--- src/rtl/l2_flush_walker.sv ---
// Whole-cache L2 flush sequencer: walks every (set, way), evicts valid lines
// through request-out, then invalidates the state entry. Yields to 'hold' before each read.
//
// state   | meaning
// IDLE    | waiting for a flush request, flush_ready high
// READ    | issue one read of state/hprot at (rd_set, rd_way); stalls while hold
// CHECK   | read data valid; decide skip or evict, capture dirty
// EVICT   | evict_valid held until evict_ready
// INVAL   | write INVALID into the current entry
// NEXT    | advance way (inner) / set (outer), or finish on the last entry
// DONE    | one-cycle completion pulse
module l2_flush_walker #(
  parameter int SET_BITS = 8,
  parameter int WAY_BITS = 3,
  parameter int ST_W     = 3
) (
  input  logic                       clk,
  input  logic                       rst,
  input  logic                       flush_valid,
  output logic                       flush_ready,
  input  logic                       flush_all,
  input  logic                       hold,
  output logic                       rd_en,
  output logic [SET_BITS-1:0]        rd_set,
  output logic [WAY_BITS-1:0]        rd_way,
  input  logic [ST_W-1:0]            rd_state,
  input  logic                       rd_hprot,
  output logic                       evict_valid,
  input  logic                       evict_ready,
  output logic                       evict_dirty,
  output logic                       wr_state_en,
  output logic                       busy,
  output logic                       flush_done,
  output logic [SET_BITS+WAY_BITS:0] evict_cnt
);

  localparam logic [2:0] S_IDLE  = 3'd0;
  localparam logic [2:0] S_READ  = 3'd1;
  localparam logic [2:0] S_CHECK = 3'd2;
  localparam logic [2:0] S_EVICT = 3'd3;
  localparam logic [2:0] S_INVAL = 3'd4;
  localparam logic [2:0] S_NEXT  = 3'd5;
  localparam logic [2:0] S_DONE  = 3'd6;

  localparam logic [ST_W-1:0] ST_INVALID  = '0;
  localparam logic [ST_W-1:0] ST_MODIFIED = ST_W'(3);

  logic [2:0] state_q;
  logic [2:0] state_d;
  logic       flush_all_q;
  logic       skip;
  logic       last_entry;

  // Instruction lines (hprot=0) are kept unless the flush covers everything.
  assign skip       = (rd_state == ST_INVALID) || (!flush_all_q && !rd_hprot);
  assign last_entry = (&rd_way) && (&rd_set);

  assign flush_ready = (state_q == S_IDLE);
  assign busy        = (state_q != S_IDLE);
  assign rd_en       = (state_q == S_READ) && !hold;
  assign evict_valid = (state_q == S_EVICT);
  assign wr_state_en = (state_q == S_INVAL);

  always_comb begin
    state_d = state_q;
    case (state_q)
      S_IDLE:  if (flush_valid) state_d = S_READ;
      S_READ:  if (!hold) state_d = S_CHECK;
      S_CHECK: state_d = skip ? S_NEXT : S_EVICT;
      S_EVICT: if (evict_ready) state_d = S_INVAL;
      S_INVAL: state_d = S_NEXT;
      S_NEXT:  state_d = last_entry ? S_DONE : S_READ;
      S_DONE:  state_d = S_IDLE;
      default: state_d = S_IDLE;
    endcase
  end

  always_ff @(posedge clk or negedge rst) begin
    if (!rst) begin
      state_q     <= S_IDLE;
      flush_all_q <= 1'b0;
      rd_set      <= '0;
      rd_way      <= '0;
      evict_dirty <= 1'b0;
      evict_cnt   <= '0;
      flush_done  <= 1'b0;
    end else begin
      state_q    <= state_d;
      flush_done <= (state_q == S_NEXT) && last_entry;
      case (state_q)
        S_IDLE: begin
          if (flush_valid) begin
            flush_all_q <= flush_all;
            rd_set      <= '0;
            rd_way      <= '0;
            evict_cnt   <= '0;
          end
        end
        S_CHECK: begin
          if (!skip) evict_dirty <= (rd_state == ST_MODIFIED);
        end
        S_EVICT: begin
          if (evict_ready) evict_cnt <= evict_cnt + (SET_BITS+WAY_BITS+1)'(1);
        end
        S_NEXT: begin
          if (!last_entry) begin
            if (&rd_way) begin
              rd_way <= '0;
              rd_set <= rd_set + SET_BITS'(1);
            end else begin
              rd_way <= rd_way + WAY_BITS'(1);
            end
          end
        end
        default: ;
      endcase
    end
  end

endmodule

--- config.mk ---
export PLATFORM = sky130hd
export DESIGN_NAME = l2_flush_walker
export DESIGN_NICKNAME = d
export VERILOG_FILES = /design/src/rtl/l2_flush_walker.sv
export SDC_FILE = /design/constraint.sdc
export NUM_CORES = 1
export LEC_CHECK = 0
export ABC_AREA = 1
export BUFFER_PORTS_ARGS = -buffer_cell sky130_fd_sc_hd__buf_2
export CAP_MARGIN = 10
export CORE_ASPECT_RATIO = 0.5
export CORE_UTILIZATION = 43
export CTS_BUF_LIST = sky130_fd_sc_hd__clkbuf_8
export DETAILED_ROUTE_END_ITERATION = 6
export GPL_TIMING_DRIVEN = 0
export PLACE_DENSITY = 0.66
export SYNTH_ARGS = -nofsm -noshare
export SYNTH_HDL_FRONTEND = slang
export SYNTH_SLANG_ARGS = --single-unit
--- constraint.sdc ---
create_clock -name clk -period 4 [get_ports clk]
set_input_delay 0 -clock clk [delete_from_list [all_inputs] [get_ports clk]]
set_output_delay 0 -clock clk [all_outputs]
set_load 0.1 [all_outputs]
* Yosys cells after proc, flatten, opt, wreduce, memory -nomap -nowiden
Index checks and enable logic that the tools add are counted.
Cells by class: bitwise logic cells 1, mux-type cells 17, reduce and logical (&&, ||, !) cells 21, add/subtract/negate cells 3, eq/ne operators 11
Operator list (number):
- $mux 12 | 2
- $mux 3 | 8
- $mux 8 | 3
- $pmux 12 s2 | 1
- $pmux 3 s6 | 1
- $pmux 8 s2 | 1
- $add 12x1->12 const B | 1
- $reduce_and 3->1 | 4
- $eq 3x2->1 const B | 3
- $add 8x1->8 const B | 1
- $reduce_and 8->1 | 1
- $eq 3x3->1 const B | 2
- $logic_not 3->1 | 2
- $ne 2x2->1 const B | 3
- $pmux 3 s2 | 1
- $logic_and 1x1->1 | 4
- $ne 2x1->1 const B | 2
- $reduce_and 2->1 | 2
- $reduce_and 4->1 | 1
- $reduce_bool 2->1 | 2
- $add 3x1->3 const B | 1
- $eq 3x1->1 const B | 1
- $logic_not 1->1 | 3
- $reduce_bool 3->1 | 1
- other kinds (2) | 2
Word-level totals: output and inout bits 30, word-level logic and storage cells 60, input bits 10, bits in registers 29

* Longest topological paths before layout
depth after elaboration 5, mapped depth 10, mapped depth without buffers 10

* Worst setup path after synthesis
Ideal clock, no wire load.
path kind reg-to-reg, from register state_q[0], to register evict_cnt[3], clock period less this slack 2321 ps, data arrival time 2238 ps, buffers on the path 1, stages on the path, launching flop included 9, library setup time 83 ps, slack 1679 ps, data required time 3917 ps, cell sequence dfrtp_1 -> inv_1 -> nand2_1 -> nor2_2 -> nand2_2 -> nand2_2 -> buf_2 -> nand4_1 -> o21ai_0
Between the ends: word-level cells in the longest chain between the ends 3, elaborated cells between the ends (all ways) 7, those cells by class eq/ne: 3; mux: 1; reduce/logical: 3
RTL lines:
- start: declaration | RTL line 48 | logic [2:0] state_q;
- start signal: assignment | RTL line 88 | state_q <= state_d;
- $logic_not 3->1 *
- via flush_ready | RTL line 20 | output logic flush_ready,
- $ne 2x2->1 (no line) / $reduce_bool 2->1 (equally long branches)
- $reduce_and 3->1 (no line)
- end signal: assignment | RTL line 103 | if (evict_ready) evict_cnt <= evict_cnt + (SET_BITS+WAY_BITS+1)'(1);
- end: declaration | RTL line 34 | output logic [SET_BITS+WAY_BITS:0] evict_cnt
Mark *: on every way through the listed nets, which the timed path passes. The rest lies on a longest branch. A chain may end at the register's enable or synchronous reset.

* Worst setup path in the final report
from register state_q[2], to output evict_valid
Between the ends: word-level cells in the longest chain between the ends 1
RTL lines:
- $eq 3x2->1 | RTL line 61 | assign evict_valid = (state_q == S_EVICT);
- end: declaration | RTL line 28 | output logic evict_valid,
No other way between the ends.

==> run summary <==
Yosys Warn Count: 0
initial drt markers: 81
Worst-Skew Late Latency: 0.28 ns
CTS Buf Count: 5
crit path kind: reg2out
Post-CTS Setup Inserts: 0
crit path DAT: 1.94 ns
Final Hold Viols: 0
Die H: 47.1 um
drt wl/cell: 11.6 um
CP startpoint: state_q[2]
register area share after synthesis: 0.415
Core ar.: 0.00366 mm^2
Max Cap Violations: 0
first-pass GRT wire length: 6810 um
routed wire length: 4130 um
Top Ports: 40
commonest cells after routing, fill and taps aside: 78 x nand2_1, 40 x buf_2, 35 x inv_1
vias in the first global route: 1501
initial antenna violation count: 0
power density cells: 621 mW/mm^2
fmax: 0.516 GHz
Tcrit/Tclk final: 0.485
Synth Area per Inst: 6.91 um^2
antenna-violating nets left: 0
clk_skew: 0.00563 ns
Int Pwr: 0.611 mW
status: complete, no violations
initial core utilization: 0.478
area grow syn2layout: 23.5%
GPL Wtd Cong: 0.879
DIE AREA: 0.00434 mm^2
clock root buffer master: clkbuf_8
element type at the critical path end: primary output
Hold WS: 0.0994 ns
final slew viol count: 0
CP Launch Type: flip-flop
Distinct cells, synth: 22
R2R Path Start: state_q[0]
All-Layer GR Usage: 0.209
commonest non-fill, non-tap cell in the layout: nand2_1
Setup TNS Final: 0 ns
clock sink count: 29
largest net degree at the start of global routing: 30
Synth Cell Area: 0.00175 mm^2
chip width: 92.2 um
Slew @ Worst Pin: 0.694 ns
CP Max Fanout: 10
Net Sw Power: 0.730 mW
leakage power: 1.22 nW
global route overflow: 0
share of layout cells above drive strength 1: 0.187
DP HPWL: 2920 um
Buffers on Ports: 39
combinational group share of total power: 0.508
Flop pwr share: 0.291
diode count: 0
detailed-route DRC error count: 0
H-tree Lvls: 2
vias: 1761
worst path required time: 4.00 ns
CTS max path bufs: 2
nets: 318
FILL cells: 362
Seq cells post-synth: 29
VDD IR max: 0.376 mV
switch share: 0.545
routed vias/inst: 4.95
TritonRoute pass-1 iters: 4
clock power share: 0.201
Mapped Cells: 253
# setup viols final: 0
multi-input logic area: 876 um^2
Sequential Area: 726 um^2
row cnt: 15
Synth Net Count: 267
Min-Delay Path Class: in2reg
RSZ-0062 raised after global routing: no
Total Power: 1.34 mW
CTS tree: built
Slew headroom: 0.537
Reg clk slew, reported paths: 0.07 ns
hold_sp: hold
minimum clock period: 1.94 ns
==> per-stage QoR <==
step | instance area (um^2) | utilization | cells | setup slack (ns)
3_3_place_gp | 2010 | 0.549 | 343 | 2.38
3_5_place_dp | 2010 | 0.549 | 343 | 2.35
6_report | 2160 | 0.590 | 356 | 2.06
2_1_floorplan | 1750 | - | 253 | 1.68
5_1_grt | 2160 | 0.590 | 356 | 1.98
4_1_cts | 2160 | 0.590 | 356 | 2.06
==> Yosys cell counts <==
cell,instances,share of area
nand2_1,78,0.17
inv_1,35,0.075
nand3_1,32,0.092
nor2_1,32,0.069
dfrtp_1,29,0.41
nand4_1,9,0.032
o21ai_0,9,0.026
a21oi_1,5,0.014
ha_1,4,0.029
nor3_1,4,0.011
nand2_2,3,0.011
clkbuf_1,2,0.0043
xor2_1,2,0.010
buf_2,1,0.0029
inv_2,1,0.0021
nand3_2,1,0.0057
nand3_4,1,0.010
nor2_2,1,0.0036
nor3_4,1,0.0093
o21ai_1,1,0.0029
or2_2,1,0.0036
xnor2_1,1,0.0050
==> critical path, cell delays in order, from the launching register on <==
cell and delay (ns):
dfrtp_1 0.45, inv_2 0.12, nand3_1 0.09, inv_1 0.08, clkbuf_1 0.40, buf_2 0.52
==> cells by family after synthesis <==
logic type | Yosys count | share of synthesized area
flops | 29 | 0.415
buf+inv | 39 | 0.0844
fa+ha+maj | 4 | 0.0286
simple gates | 163 | 0.414
xor+xnor | 3 | 0.0150
compound gates | 15 | 0.0429
==> routing by layer <==
metal	GRT usage	part of all wire	up-vias
li1	-	-	910
met1	0.278	0.50	814
met2	0.351	0.45	31
met3	0.0550	0.044	6
met4	0.0563	0.010	0
met5	0	0	-
==> power groups by stage <==
stage	clock network, mW	registers [mW]	logic (mW)
after floorplan	0	0.585	0.365
after global placement	0	0.392	0.674
after detailed placement	0	0.393	0.682
after CTS	0.279	0.388	0.686
after global routing	0.296	0.396	0.732
final	0.269	0.390	0.682
==> worst paths after layout <==
kind / end / slack, ns / cells after the start
max: evict_valid / 2.06 / 5
min: state_q[0] / 0.1 / 5
max reg2reg: evict_cnt[3] / 2.34 / 8
min reg2reg: flush_all_q / 0.50 / 2
max in group asynchronous: rd_way[0] / 3.25 / 2
min in group asynchronous: evict_cnt[10] / 0.29 / 2
==> area by class of cell <==
cell class / count / share of cell area
Timing Repair Buffer: 44 / 0.114
Clock buffer: 7 / 0.0446
Multi-Input combinational cell: 185 / 0.406
Inverter: 36 / 0.0626
Tap cell: 51 / 0.0295
Buffer: 3 / 0.00579
Sequential cell: 29 / 0.336
Clock inverter: 1 / 0.00232
==> state kept, by name (all words and copies together) (netlist names) <==
register     count
evict_cnt       12
rd_set           8
rd_way           3
state_q          3
evict_dirty      1
flush_all_q      1
flush_done       1
==> repair_timing <==
action	4_1_cts	5_1_grt
gates resized for setup	0	0
endpoints found under the setup margin	0	0
hold endpoints to repair	32	0
hold buffers	5	0
No activity file was read; power rests on OpenSTA's default activity.
